## src/rtl/sparse_pe_row.sv

```systemverilog
// Row compute stage: 9-lane MAC into a per-column psum buffer, then streams the finished row out.
// Optional build macro SPARSE_PE_RELU_EN clamps negative psums to zero on the drain output only.
module sparse_pe_row #(
  parameter int DATA_WIDTH     = 8,
  parameter int LANES          = 9,
  parameter int IDX_WIDTH      = 4,
  parameter int NUM_COL        = 16,
  parameter int PSUM_WIDTH     = 20,
  parameter int GROUPS_PER_ROW = 5
) (
  input  logic                        clk,
  input  logic                        reset,
  input  logic                        en,
  input  logic [DATA_WIDTH*LANES-1:0] parallel_out,
  input  logic [DATA_WIDTH-1:0]       serial_out,
  input  logic [IDX_WIDTH-1:0]        act_index,
  input  logic [IDX_WIDTH:0]          row_index,
  input  logic [IDX_WIDTH-1:0]        row_val_num,
  input  logic                        zero_flag,
  output logic [IDX_WIDTH-1:0]        cnt,
  output logic                        row_finish_done_0,
  output logic                        row_finish_done_1,
  output logic                        row_cal_done,
  output logic                        psum_valid,
  input  logic                        psum_ready,
  output logic [PSUM_WIDTH-1:0]       psum_data,
  output logic [IDX_WIDTH-1:0]        psum_col,
  output logic [IDX_WIDTH:0]          psum_row,
  output logic                        busy
);

  // state | meaning
  // IDLE  | waiting for en
  // RUN   | one element per cycle, groups counted
  // FLUSH | last element leaves the MAC pipeline
  // DRAIN | psum buffer streamed out column by column
  typedef enum logic [1:0] {S_IDLE, S_RUN, S_FLUSH, S_DRAIN} state_t;

  localparam int GRP_W  = $clog2(GROUPS_PER_ROW + 1);
  localparam int PROD_W = 2 * DATA_WIDTH;

  state_t state, state_next;

  logic [PSUM_WIDTH-1:0] psum_mem [NUM_COL];
  logic [GRP_W-1:0]      grp_cnt;
  logic [IDX_WIDTH-1:0]  drain_col;

  logic                  s1_valid;
  logic [IDX_WIDTH-1:0]  s1_idx;
  logic [PSUM_WIDTH-1:0] s1_sum;
  logic [PSUM_WIDTH-1:0] s1_old;

  logic [PSUM_WIDTH-1:0] prod_sum;
  logic [PSUM_WIDTH-1:0] wr_val;
  logic [PSUM_WIDTH-1:0] rd_old;
  logic [PSUM_WIDTH-1:0] drain_raw;
  logic [PSUM_WIDTH-1:0] drain_val;

  logic mac_fire, group_done, last_group, xfer, last_xfer;

  always_comb begin
    logic signed [PROD_W-1:0] a_ext;
    logic signed [PROD_W-1:0] b_ext;
    logic signed [PROD_W-1:0] prod;
    prod_sum = '0;
    a_ext    = {{DATA_WIDTH{serial_out[DATA_WIDTH-1]}}, serial_out};
    for (int k = 0; k < LANES; k++) begin
      b_ext    = {{DATA_WIDTH{parallel_out[k*DATA_WIDTH+DATA_WIDTH-1]}},
                  parallel_out[k*DATA_WIDTH +: DATA_WIDTH]};
      prod     = a_ext * b_ext;
      prod_sum = prod_sum + {{(PSUM_WIDTH-PROD_W){prod[PROD_W-1]}}, prod};
    end
  end

  // Stage 2 writes s1_idx this cycle; a stage-1 read of the same column takes the new value.
  assign wr_val = s1_old + s1_sum;
  assign rd_old = (s1_valid && (s1_idx == act_index)) ? wr_val : psum_mem[act_index];

  assign mac_fire   = (state == S_RUN) && !zero_flag;
  assign group_done = (state == S_RUN) && (zero_flag || (cnt == row_val_num));
  assign last_group = group_done && (grp_cnt == GRP_W'(GROUPS_PER_ROW - 1));
  assign xfer       = (state == S_DRAIN) && psum_ready;
  assign last_xfer  = xfer && (drain_col == IDX_WIDTH'(NUM_COL - 1));

  always_comb begin
    state_next = state;
    case (state)
      S_IDLE:  if (en) state_next = S_RUN;
      S_RUN:   if (last_group) state_next = S_FLUSH;
      S_FLUSH: state_next = S_DRAIN;
      S_DRAIN: if (last_xfer) state_next = S_RUN;
      default: state_next = S_IDLE;
    endcase
  end

  always_ff @(posedge clk) begin
    if (reset) begin
      state     <= S_IDLE;
      cnt       <= '0;
      grp_cnt   <= '0;
      drain_col <= '0;
      psum_row  <= '0;
      s1_valid  <= 1'b0;
      s1_idx    <= '0;
      s1_sum    <= '0;
      s1_old    <= '0;
      for (int c = 0; c < NUM_COL; c++) psum_mem[c] <= '0;
    end else begin
      state    <= state_next;
      s1_valid <= mac_fire;
      if (mac_fire) begin
        s1_idx <= act_index;
        s1_sum <= prod_sum;
        s1_old <= rd_old;
      end
      if (s1_valid) psum_mem[s1_idx] <= wr_val;

      if (state == S_RUN) begin
        if (group_done) cnt <= '0;
        else            cnt <= cnt + IDX_WIDTH'(1);
      end

      if (last_xfer)       grp_cnt <= '0;
      else if (group_done) grp_cnt <= grp_cnt + GRP_W'(1);

      if (last_group) psum_row <= row_index;

      // Pipeline is empty in DRAIN, so the clear never collides with a stage-2 write.
      if (xfer) begin
        psum_mem[drain_col] <= '0;
        drain_col           <= last_xfer ? '0 : drain_col + IDX_WIDTH'(1);
      end
    end
  end

  assign drain_raw = psum_mem[drain_col];

`ifdef SPARSE_PE_RELU_EN
  assign drain_val = drain_raw[PSUM_WIDTH-1] ? '0 : drain_raw;
`else
  assign drain_val = drain_raw;
`endif

  assign psum_valid        = (state == S_DRAIN);
  assign psum_data         = psum_valid ? drain_val : '0;
  assign psum_col          = drain_col;
  assign row_finish_done_0 = group_done;
  assign row_finish_done_1 = 1'b0;
  assign row_cal_done      = last_xfer;
  assign busy              = (state != S_IDLE);

endmodule
```

## config.mk

```make
export PLATFORM = sky130hd
export DESIGN_NAME = sparse_pe_row
export DESIGN_NICKNAME = d
export VERILOG_FILES = /design/src/rtl/sparse_pe_row.sv
export SDC_FILE = /design/constraint.sdc
export NUM_CORES = 2
export LEC_CHECK = 0
export ABC_AREA = 1
export CORE_MARGIN = 1.5
export CORE_UTILIZATION = 55
export DETAILED_ROUTE_END_ITERATION = 16
export PLACE_DENSITY = 0.69
export SYNTH_ARGS = -nofsm -noshare
export SYNTH_HDL_FRONTEND = slang
export SYNTH_SLANG_ARGS = --single-unit
```

## constraint.sdc

```tcl
create_clock -name clk -period 20.5 [get_ports clk]
set_input_delay 6.15 -clock clk [delete_from_list [all_inputs] [get_ports clk]]
set_output_delay 6.15 -clock clk [all_outputs]
set_load 0.05 [all_outputs]
```

**Word level (Yosys, flattened, before mapping)**

Memory sizes are Yosys's and may differ from the RTL's. A register that Yosys moved wholly into a read port is not among the register bits.
Index checks and enable logic that the tools add are counted.
W data, S select, Z words.

- Register bits: 43
- Output and inout bits: 38
- Memories kept: 1
- Bits in writable memories: 320

- $add $sub $neg: 12
- $mul: 9
- Reductions and logical operators: 13
- Muxes and demuxes: 23
- Equality and inequality tests: 9

Memory list:

| memory | words | width | read ports | clocked after Yosys merged registers in | wr ports | line | text |
|---|---|---|---|---|---|---|---|
| psum_mem | 16 | 20 | 2 | 2 | 16 | 44 | `logic [PSUM_WIDTH-1:0] psum_mem [NUM_COL];` |

Operators with widths:

| kind | number |
|---|---|
| $mul A8 B8 Y16 | 9 |
| $add A20 B20 Y20 | 5 |
| $mux W20 | 3 |
| $reduce_or A20 Y1 | 2 |
| $mux W4 | 6 |
| $add A19 B16 Y20 | 1 |
| $add A18 B16 Y19 | 1 |
| $add A17 B16 Y18 | 1 |
| $add A16 B16 Y17 | 1 |
| $mux W1 | 10 |
| $add A4 B1 Y4 const B | 2 |
| $pmux W2 S4 | 1 |
| $mux W2 | 3 |
| $logic_and A1 B1 Y1 | 5 |
| $eq A2 B2 Y1 const B | 2 |
| $eq A4 B4 Y1 | 1 |
| $eq A4 B4 Y1 const B | 1 |
| $ne A2 B2 Y1 const B | 2 |
| $add A3 B1 Y3 const B | 1 |
| $eq A3 B3 Y1 const B | 1 |
| $reduce_and A3 Y1 | 1 |
| $eq A2 B1 Y1 const B | 1 |
| $logic_not A2 Y1 | 1 |
| $ne A2 B1 Y1 const B | 1 |
| 4 further kinds | 4 |

**Depth between registers and ports, before layout**

- Depth in word-level cells: 9
- Gate-level depth with buffers: 51
- Mapped depth without buffers: 49

**Worst setup path after synthesis**

Ideal clock, no wire load.

- Path kind: in2reg
- Start point: in serial_out[4]
- End point: reg s1_sum[17]
- Setup slack: 4.408 ns
- Required time: 20.383 ns
- Stages on the path: 47
- Path buffers: 3
- Data arrival time: 15.974 ns
- Cell sequence: clkbuf_1 > clkbuf_1 > buf_1 > nand2_1 > fa_1 > fa_1 > inv_1 > fa_1 > inv_1 > fa_1 > inv_1 > ha_1 > inv_1 > o21ai_0 > nand2_1 > nand2_1 > a21oi_1 > o21ai_0 > [... 11 more ...] > fa_1 > fa_1 > inv_1 > fa_1 > inv_1 > fa_1 > inv_1 > fa_1 > inv_1 > fa_1 > inv_1 > ha_1 > a21oi_1 > o21ai_0 > a211oi_1 > a21oi_1 > nor2_1 > nor2_1

- Cells in the longest elaborated chain, start to end: 9

RTL lines:

| item | line | text |
|---|---|---|
| start, declared | 15 | `input logic [DATA_WIDTH-1:0] serial_out,` |
| $mul A8 B8 Y16 | 70 | `prod = a_ext * b_ext;` |
| $add A16 B16 Y17 | 71 | `prod_sum = prod_sum + {{(PSUM_WIDTH-PROD_W){prod[PROD_W-1]}}, prod};` |
| $add A17 B16 Y18 | 71 |  |
| $add A18 B16 Y19 | 71 |  |
| $add A19 B16 Y20 | 71 |  |
| $add A20 B20 Y20 (3 in a row) | 71 |  |
| $add A20 B20 Y20 (*) | 71 |  |
| end signal, assigned | 113 | `s1_sum <= prod_sum;` |
| end, declared | 50 | `logic [PSUM_WIDTH-1:0] s1_sum;` |

Mark *: on every way between the ends. The rest lies on a longest branch, timed or not.
A chain may end at the register's enable or synchronous reset.

**Final worst setup path**

- Start point: in serial_out[6]
- End point: reg s1_sum[17]

Same word-level chain as after synthesis.

==> key figures <==
Run status
  – Status: finished clean

Final layout
  – Fin area: between 50,000 and 60,000 µm²
  – Final design utilization: about 60%
  – Final cell count without fillers: 7,626
  – Nets: roughly 7.5k
  – Synth-to-Final Area Change: 6.456%
  – Layout cells sized above 1: between 3 and 4%
  – Filler Cells Inserted: just over 8k

Clock tree
  – Clock sink count: ~390
  – Clock slew at reported path FFs: roughly 60 ps
  – Root Buffer: clkbuf_16
  – Longest Clk Path Bufs: 3
  – Post CTS Setup Buffer Count: 0
  – CTS Buf Count: 42
  – Post-CTS sizing: 0
  – H-tree level count: 2
  – Later-pin clock latency in the skew report: between 500 and 600 ps
  – CTS Hold Bufs: 0
  – CTS tree: built

Yosys
  – Syn. warnings: 0
  – Top cells by area, synth: fa_1 (30%), dfxtp_1 (16%), inv_1 (12%), nand2_1 (10%), ha_1 (7.5%)
  – Gate Count Post-Synth: ~6.6k
  – Post-synth EDFFs: 0
  – Cell Area, Synth: slightly below 50,000 µm²
  – Ys async rst share: 0%
  – Distinct cells, synth: 50
  – Most common flop cell mapped by yosys: dfxtp_1
  – FF+latch count, synth: 387
  – Synth top area share: ~30%
  – Post-synthesis sequential area ratio: between 15 and 20%
  – Average cell area after synthesis: roughly 7.3 µm²
  – Cell taking the most area after synthesis: fa_1
  – Syn nets: between 7k and 8k

Timing
  – Endpoints failing setup: 0
  – Tcrit/Tclk final: between 80% and 90%
  – Final Max Slew Viols: 0
  – Final Hold Viols: 0
  – Max_slew headroom: 7.093%
  – Fmax: about 60 MHz
  – Worst Skew: between 20 and 30 ps
  – Slew @ Worst Pin: ~1400 ps
  – Tmin final: between 15,000 and 20,000 ps
  – RSZ-0062 raised after global routing: no
  – Sum Neg Setup Slack: 0 ps

Setup path
  – Number of cells on the critical path: 43
  – Reg-to-reg slack, setup: about 18,000 ps
  – Startpoint Class: input port
  – Slowest CP cell: buf_4
  – Critical path origin: serial_out[6]
  – CP Capture Type: register
  – CP Class: input port to register
  – CP arrival: between 15,000 and 20,000 ps
  – R2r startpoint: s1_idx[2]
  – Largest stage delay, worst path: 620 ps
  – Family with the most delay on the worst path: adder cells
  – Crit path required time: between 20,000 and 25,000 ps
  – Worst Path Buf+Inv: 15
  – Highest fanout seen on the critical path: between 40 and 50
  – Reg2reg end: psum_mem[4][8]
  – R2R depth: 9

GRT
  – Pin count of the biggest net entering global routing: 90
  – All-layer global routing usage: between 30% and 40%
  – First-pass GRT wire length: 239,700 µm
  – GR Overflow Total: 0
  – Initial antenna violation count: 3
  – Vias in the first global route: 42.79k

Routing
  – Routed len/inst: about 20 µm
  – Via count: ~43k
  – Final WL: ~150,000 µm
  – Detailed Route Iter0 Violations: just over 4k
  – First-pass detailed-route iteration total: 6
  – Antenna Violating Nets Remaining: 0
  – Avg Vias per Cell: around 5.6
  – # DRC: 0

Floorplanning
  – Die Width: roughly 300 µm
  – Boundary Pins: 136
  – Die area: around 90,000 µm²
  – Starting Density: approximately 56%
  – Die height: between 200 and 300 µm
  – Core ar.: 86,890 µm²
  – Rows: around 110

Hold path
  – Hold depth: 2
  – Hold EP: grp_cnt[2]
  – Class of the worst hold path: register to register
  – Hold Crit Start: grp_cnt[2]

Place
  – Placed wire-length estimate: between 100,000 and 150,000 µm
  – Placed Cells: approximately 7.5k
  – Cell Area, Placed: between 40,000 and 50,000 µm²
  – IO Port Bufs: 134
  – Routability cong.: 0.9528

Job
  – Max Cap Violations: 0
logic make-up after synthesis:
| family | after synthesis | share of synthesized area (%) |
|---|---|---|
| buf+inv | 1891 | 15.12 |
| compound gates | 1124 | 12.24 |
| other cells | 1 | 0.007767 |
| simple gates | 2080 | 17.90 |
| fa+ha+maj | 1002 | 37.04 |
| xor+xnor | 87 | 1.638 |
| flops | 387 | 16.05 |
cell usage after synthesis, types with 25 or more instances:
cell / instances
fa_1: 712
o21ai_0: 334
o211ai_1: 73
xnor2_1: 37
buf_1: 37
buf_2: 74
inv_2: 25
nor2_1: 194
ha_1: 290
nand2_1: 1348
nand3_1: 436
o22ai_1: 37
dfxtp_1: 387
clkbuf_2: 61
inv_1: 1485
clkbuf_1: 196
xor2_1: 47
a21oi_1: 657
or2_2: 27
worst max path at each step:
stage                       endpoint  slack [ps]
final                     s1_sum[17]        3820
after global routing      s1_sum[17]        3250
after CTS                 s1_sum[17]        3870
after detailed placement  s1_sum[17]        3330
after global placement    s1_sum[17]        3410
after floorplan           s1_sum[17]        4410
cell type report:
cell class                 count  area (µm²)  area share, %
timing repair buffer         199        1778          3.459
clock inverter                12       182.7         0.3554
multi-input combinational   4294       33290          64.76
inverter                    1514        5683          11.06
tap                         1155        1445          2.812
antenna                        3       7.507        0.01461
sequential                   387        7756          15.09
clock buffer                  62        1257          2.447
registers in the layout (all words and copies together), names as in the netlist, named ones only:
register and count:
psum_mem 320, psum_col 4, s1_sum 20, s1_old 20, cnt 4, s1_idx 4
psum_row 5, grp_cnt 3, s1_valid 1, state 2
through the flow:
stage,hold slack [ps],setup slack (ps)
2_1_floorplan,434.7,4408
3_3_place_gp,447.9,3414
3_5_place_dp,451.9,3332
4_1_cts,461.7,3872
5_1_grt,473.8,3245
6_report,461.3,3815
cells in the final DEF (no fill, tap or decap), drive strengths merged, types with 5 or more instances in the layout:
| cell type | instances |
|---|---|
| buf | 77 |
| nor3 | 17 |
| a21o | 5 |
| xnor2 | 37 |
| fa | 712 |
| o211ai | 73 |
| o22ai | 37 |
| nand4 | 10 |
| clkinv | 8 |
| nand2 | 1358 |
| a31oi | 6 |
| nand3b | 5 |
| inv | 1514 |
| o21ai | 334 |
| clkdlybuf4s50 | 122 |
| a21oi | 658 |
| nand3 | 440 |
| nor2 | 213 |
| clkbuf | 62 |
| ha | 290 |
| or2 | 31 |
| xor2 | 49 |
| dfxtp | 387 |
worst reg2reg max path, stage by stage (launching register included):
cell and delay, ps:
dfxtp_1 450, inv_1 80, nor2_1 90, inv_1 110, nor2_2 930, inv_1 260, nand2_1 120, inv_1 430
nand2_1 230, a21oi_1 90
per-layer routing:
layer / GRT usage, % / wire length, µm / vias up
met1: 41.07 / 55500 / 20370
met4: 21.45 / 10950 / 0
met3: 4.175 / 11960 / 499
met5: 0 / 0 / -
li1: - / - / 19710
met2: 59.18 / 73640 / 1978
Power is left out: the tool's default activity adds up to more than one toggle a clock period on the data nets, which glitch-free logic cannot reach.
